<file path="src/rtl/seven_seg_scanner.sv">
// seven_seg_scanner
//   Time-multiplexed scanner for a NUM_DIGITS-digit seven-segment display.
//   It latches a NUM_DIGITS x 4-bit value and walks through its nibbles,
//   one digit per refresh slot of REFRESH_DIV cycles. The first DEAD_CYCLES
//   cycles of each slot keep every digit off, which suppresses ghosting.
//   During that time the next digit's nibble is already on the decoder.
//
// Optional feature:
//   `define SEVEN_SEG_SCAN_BLANK_EN  -> leading-zero blanking. blank is
//   raised while digit k>0 is lit and nibbles k..NUM_DIGITS-1 are all zero.
//   When the macro is undefined, blank is tied to 0.
//
// Ports:
//   clk       in   system clock, rising edge
//   rst       in   synchronous active-high reset
//   in_val    in   value to display; nibble k drives digit k
//   in_en     in   capture in_val into the display register at this edge
//   nibble    out  nibble of the currently scanned digit (decoder input)
//   digit_en  out  one-hot active-high digit enable; zero during dead time
//   blank     out  force all segments off (leading-zero blanking)
//
// All outputs are decoded from registers only. No input reaches an output
// combinationally.
module seven_seg_scanner #(
  parameter int NUM_DIGITS  = 4,
  parameter int REFRESH_DIV = 1000,
  parameter int DEAD_CYCLES = 2
) (
  input  logic                    clk,
  input  logic                    rst,
  input  logic [4*NUM_DIGITS-1:0] in_val,
  input  logic                    in_en,
  output logic [3:0]              nibble,
  output logic [NUM_DIGITS-1:0]   digit_en,
  output logic                    blank
);

  localparam int CW = $clog2(REFRESH_DIV);
  localparam int IW = $clog2(NUM_DIGITS);

  localparam logic [CW-1:0] CNT_LAST      = CW'(REFRESH_DIV - 1);
  localparam logic [CW-1:0] CNT_DEAD_LAST = CW'(DEAD_CYCLES - 1);
  localparam logic [IW-1:0] IDX_LAST      = IW'(NUM_DIGITS - 1);

  typedef enum logic {
    DEAD = 1'b0,
    ON   = 1'b1
  } state_t;

  state_t                  state_reg;
  state_t                  state_next;
  logic [CW-1:0]           cnt_reg;
  logic [CW-1:0]           cnt_next;
  logic [IW-1:0]           idx_reg;
  logic [IW-1:0]           idx_next;
  logic [4*NUM_DIGITS-1:0] disp_reg;
  logic                    slot_end;

  // ---------------------------------------------------------------------
  // FSM: state register
  // ---------------------------------------------------------------------
  always_ff @(posedge clk) begin
    if (rst) begin
      state_reg <= DEAD;
    end else begin
      state_reg <= state_next;
    end
  end

  // ---------------------------------------------------------------------
  // FSM: next-state logic
  // ---------------------------------------------------------------------
  always_comb begin
    state_next = state_reg;
    case (state_reg)
      DEAD: if (cnt_reg == CNT_DEAD_LAST) state_next = ON;
      ON:   if (cnt_reg == CNT_LAST)      state_next = DEAD;
      default: state_next = DEAD;
    endcase
  end

  // ---------------------------------------------------------------------
  // Slot counter and digit index
  // ---------------------------------------------------------------------
  assign slot_end = (cnt_reg == CNT_LAST);

  always_comb begin
    cnt_next = cnt_reg + CW'(1);
    idx_next = idx_reg;
    if (slot_end) begin
      cnt_next = '0;
      // Explicit wrap, because NUM_DIGITS need not be a power of two.
      idx_next = (idx_reg == IDX_LAST) ? '0 : idx_reg + IW'(1);
    end
  end

  always_ff @(posedge clk) begin
    if (rst) begin
      cnt_reg  <= '0;
      idx_reg  <= '0;
      disp_reg <= '0;
    end else begin
      cnt_reg <= cnt_next;
      idx_reg <= idx_next;
      // A load never disturbs the scan position. On a slot wrap, the new
      // idx reads the newly loaded value on the following cycle.
      if (in_en) begin
        disp_reg <= in_val;
      end
    end
  end

  // ---------------------------------------------------------------------
  // Leading-zero detection (optional)
  // ---------------------------------------------------------------------
`ifdef SEVEN_SEG_SCAN_BLANK_EN
  // upper_zero[k]: nibbles k..NUM_DIGITS-1 of the display value are all zero.
  logic [NUM_DIGITS-1:0] upper_zero;
  logic                  blank_cond;

  generate
    for (genvar gi = 0; gi < NUM_DIGITS; gi++) begin : g_upper_zero
      assign upper_zero[gi] = (disp_reg[4*NUM_DIGITS-1 : 4*gi] == '0);
    end
  endgenerate

  // Digit 0 is never blanked, so a value of zero still shows "0".
  assign blank_cond = (idx_reg != '0) && upper_zero[idx_reg];
`endif

  // ---------------------------------------------------------------------
  // FSM: outputs
  // ---------------------------------------------------------------------
  always_comb begin
    digit_en = '0;
    blank    = 1'b0;
    if (state_reg == ON) begin
      digit_en = NUM_DIGITS'(1) << idx_reg;
`ifdef SEVEN_SEG_SCAN_BLANK_EN
      blank = blank_cond;
`endif
    end
  end

  // The nibble is presented in both states. The decoder therefore settles
  // while the digit is still dark.
  assign nibble = disp_reg[{idx_reg, 2'b00} +: 4];

endmodule

</file>
<file path="config.mk">
export PLATFORM = sky130hd
export DESIGN_NAME = seven_seg_scanner
export DESIGN_NICKNAME = d
export VERILOG_FILES = /design/src/rtl/seven_seg_scanner.sv
export SDC_FILE = /design/constraint.sdc
export NUM_CORES = 1
export LEC_CHECK = 0
export CORE_ASPECT_RATIO = 1.1
export CORE_MARGIN = 1.5
export CORE_UTILIZATION = 40
export DETAILED_ROUTE_END_ITERATION = 8
export MAX_ROUTING_LAYER = met4
export PLACE_DENSITY_LB_ADDON = 0.2
export SLEW_MARGIN = 0
export SYNTH_ARGS = -nofsm -noshare
export SYNTH_HDL_FRONTEND = slang
export SYNTH_SLANG_ARGS = --single-unit
</file>
<file path="constraint.sdc">
create_clock -name clk -period 1.5 [get_ports clk]
set_clock_uncertainty 0.2 [all_clocks]
set_input_delay 0.3 -clock clk [delete_from_list [all_inputs] [get_ports clk]]
set_output_delay 0.3 -clock clk [all_outputs]
set_load 0.02 [all_outputs]
</file>
== After elaboration in Yosys (flattened, before gate mapping) ==
Cells that the tools add are included.

* Add/subtract/negate cells: 2
* Bitwise gates (word level): 1
* Equality and inequality tests: 3
* Reduce and logical (&&, ||, !) cells: 1
* Shift-type cells: 2
* Mux-type cells: 5

{| class="wikitable"
|+ Operator list
! kind !! count
|-
| indexed part select 16 x 5 -> 4 bit || 1
|-
| adder 10 x 1 -> 10 bit (second input constant) || 1
|-
| equality test 10 x 1 -> 1 bit (second input constant) || 1
|-
| equality test 10 bit (second input constant) || 1
|-
| 2-to-1 mux 4 bit || 1
|-
| left shift 1 x 2 -> 4 bit (first input constant) || 1
|-
| adder 2 x 1 -> 2 bit (second input constant) || 1
|-
| equality test 2 bit (second input constant) || 1
|-
| 2-to-1 mux 1 bit || 2
|-
| 2-to-1 mux 2 bit || 1
|-
| one-hot mux 1 bit (2 select lines) || 1
|-
| OR reduction 2 bit || 1
|-
| NOT 1 bit || 1
|}

* Bits of input ports: 19
* Bits in registers: 29
* Logic and storage cells: 18

== Longest topological paths before layout ==
* Depth in word-level cells: 3
* Depth in mapped cells: 5
* Depth with buffers taken out: 5

== Least setup slack after synthesis ==
No wires, ideal clock.

* Path kind: reg-to-output
* Start point: reg idx_reg[0]
* End point: out nibble[1]
* Data arrival time: 1.217 ns
* Buffers on the path: 1
* Path slack: -0.217 ns
* Stages on the path, launching flop included: 3
* Path through: dfxtp_1 -> clkbuf_1 -> mux4_2

* Cells in the longest elaborated chain, start to end: 1

{| class="wikitable"
|+ RTL lines
! item !! line !! source
|-
| start: declaration || 54 || <nowiki>logic [IW-1:0] idx_reg;</nowiki>
|-
| start signal: assignment || 104 || <nowiki>idx_reg <= idx_next;</nowiki>
|-
| indexed part select 16 x 5 -> 4 bit || 147 || <nowiki>assign nibble = disp_reg[{idx_reg, 2'b00} +: 4];</nowiki>
|-
| end: declaration || 33 || <nowiki>output logic [3:0] nibble,</nowiki>
|}

Every way passes these cells.

== Final worst setup path ==
Ends and elaborated chain as after synthesis.

==> flow_metrics.env <==
export IMPL_final_nets=202
export IMPL_async_reset_ff_share_pct=0
export IMPL_cp_max_fo=7
export IMPL_critPathCaptureType="primary output"
export IMPL_synth_main_ff_cell="dfxtp_1"
export IMPL_fmax_ghz=0.531
export IMPL_io_buffers=26
export IMPL_gr_total_overflow=0
export IMPL_synth_net_count=159
export IMPL_avgSynthCellArea_um2=10.1
export IMPL_largest_reg_flops=16
export IMPL_final_cell_mix="nor2_1, dfxtp_1, clkdlybuf4s50_1, mux2i_1, buf_4"
export IMPL_drive_gt1_share_pct=37.6
export IMPL_outcome="finished with violations"
export IMPL_cap_violations=0
export IMPL_synth_area_um2=1350
export IMPL_tns_ns=-2.62
export IMPL_rr_worst_depth=4
export IMPL_p_leak_nw=0.819
export IMPL_yosys_warnings=0
export IMPL_synthMuxAreaShare_pct=20.1
export IMPL_synth_simple_gate_area_share_pct=19.0
export IMPL_ys_seq_elements=29
export IMPL_grt_antenna_before_repair=0
export IMPL_die_w_um=58.3
export IMPL_crit_required_ns=1.00
export IMPL_n_antenna_cell=0
export IMPL_synthAdderAreaFrac_pct=5.57
export IMPL_setup_viol=8
export IMPL_grt_pass1_wl_um=5020
export IMPL_met2_usage_pct=31.5
export IMPL_first_pass_iters=4
export IMPL_grt_use_met1_pct=19.2
export IMPL_start_util_pct=43.1
export IMPL_ant_nets=0
export IMPL_dp_hpwl_um=2130
export IMPL_synth_top_family_by_area="multiplexers"
export IMPL_dp_slack_ns=-0.474
export IMPL_grt_busiest_layer="met2"
export IMPL_synthXorXnorAreaFrac_pct=1.95
export IMPL_core_region_area_um2=3130
export IMPL_grt_start_max_net_pins=17
export IMPL_period_needed_ns=1.88
export IMPL_seq_area_frac_synth_pct=43.1
export IMPL_drc=0
export IMPL_grt_pass1_vias=1132
export IMPL_synth_edf_count=0
export IMPL_fin_crit_sh_pct=126
export IMPL_hold_viol=0
export IMPL_critPathKind="reg -> out"
export IMPL_die_area_um2=3730
export IMPL_cts_buffer_depth=2
export IMPL_final_common_cell="nor2_1"
export IMPL_finalMaxSlewViolations=0
export IMPL_arrival_ns=1.38
export IMPL_die_y_um=63.9
export IMPL_synth_cell_types=34
export IMPL_endpoint="nibble[1]"
export IMPL_rsz0062_at_grt="yes"
export IMPL_htreeDepth=2
export IMPL_root_buffer="clkbuf_4"
export IMPL_drt_iter0_markers=36
export IMPL_numCtsBuffers=5
export IMPL_r2r_end="cnt_reg[6]"
export IMPL_rows=21
export IMPL_setup_ws_ns=-0.384
export IMPL_area_growth_pct=45.5
export IMPL_violations="negative setup slack"
export IMPL_reg2reg_slack_ns=0.01
export IMPL_place_gp_congestion=0.771
export IMPL_clk_pin_slew_worst_paths_ns=0.09
export IMPL_max_vdd_ir_drop_uv=570
export IMPL_vias=1087
export IMPL_wl_um=2840
export IMPL_clock_latency_ns=0.32
export IMPL_cts_tree="built"
export IMPL_post_drt_wl_per_cell_um=13.4
export IMPL_use_met3_pct=5.67
export IMPL_grt_total_usage_pct=18.3
export IMPL_cellPowerDensity_nw_per_um2=869
export IMPL_hold_class="reg -> reg"
export IMPL_r2r_start="cnt_reg[0]"
export IMPL_vias_per_cell=5.13
export IMPL_clock_sinks=29
export IMPL_synth_compound_area_share_pct=5.48
export IMPL_crit_start="idx_reg[0]"
export IMPL_synthCells=134
export IMPL_io_pins=28
export IMPL_startpoint_type="register"
-- critical path, stage by stage (launching register included) --
cell     delay [ns]
dfxtp_4        0.41
mux4_2         0.51
buf_6          0.15
-- cells by family (layout without fill, tap and decap cells) --
| logic type | count (synthesis) | after routing |
|---|---|---|
| muxes | 22 | 22 |
| other | 1 | 1 |
| and+or+nand+nor | 48 | 48 |
| buffers and inverters | 13 | 57 |
| AOI/OAI and AO/OA | 12 | 12 |
| xor gates and xnor gates | 3 | 3 |
| DFF | 29 | 29 |
| adders and majority gates | 6 | 6 |
-- how the worst min path moves through the flow --
stage                 startpoint           end  slack, ns  cells after the start
finish              disp_reg[10]  disp_reg[10]       0.30                      2
global route        disp_reg[14]  disp_reg[14]       0.35                      2
CTS                 disp_reg[10]  disp_reg[10]       0.31                      2
detailed placement  disp_reg[10]  disp_reg[10]       0.28                      2
global placement     disp_reg[5]   disp_reg[5]       0.27                      2
floorplan             cnt_reg[0]    cnt_reg[0]       0.23                      1
-- final cells by class --
| class | instances | area [um^2] |
|---|---|---|
| clock buffer | 7 | 55.1 |
| clock inverter | 1 | 30.0 |
| fill | 262 | 1170 |
| inverter | 5 | 23.8 |
| multi-input combinational | 92 | 778 |
| sequential | 29 | 609 |
| tap | 34 | 42.5 |
| timing repair buffer | 44 | 422 |
-- cell usage after synthesis (3+ instances only) --
cell | count | area (um^2)
ha_1 | 6 | 75.1
clkbuf_1 | 3 | 11.3
and2_1 | 4 | 25.0
a21oi_1 | 4 | 20.0
nand3_1 | 4 | 20.0
inv_1 | 5 | 18.8
mux4_2 | 4 | 90.1
nor2_1 | 22 | 82.6
buf_2 | 3 | 15.0
dfxtp_1 | 29 | 581
mux2i_1 | 17 | 170
o21ai_0 | 4 | 20.0
-- stage by stage --
stage	instance area [um^2]	cells	total power, mW	hold WS (ns)	utilization [%]
floorplan	1360	134	0.948	0.233	-
CTS	1880	210	1.74	0.305	60.2
finish	1960	212	1.70	0.299	62.7
global route	1960	212	1.79	0.351	62.7
global placement	1760	202	1.05	0.271	56.2
detailed placement	1760	202	1.06	0.281	56.2
-- power breakdown --
group / switching (mW) / internal, mW / total [mW]
Sequential: 0.0242 / 0.799 / 0.823
Combinational: 0.0871 / 0.136 / 0.223
Clock: 0.260 / 0.398 / 0.658
-- routing by layer --
metal	wire length [um]	vias up
met2	1500	26
met5	0	-
met3	153	6
met1	1140	500
li1	-	555
met4	47	0
-- what timing repair did --
action,4_1_cts,5_1_grt
hold buffers,0,0
gates resized for setup,59,19
pin swaps,2,4
setup endpoints to repair,13,18
setup buffers,0,2
Power figures use the tool's default switching activity.
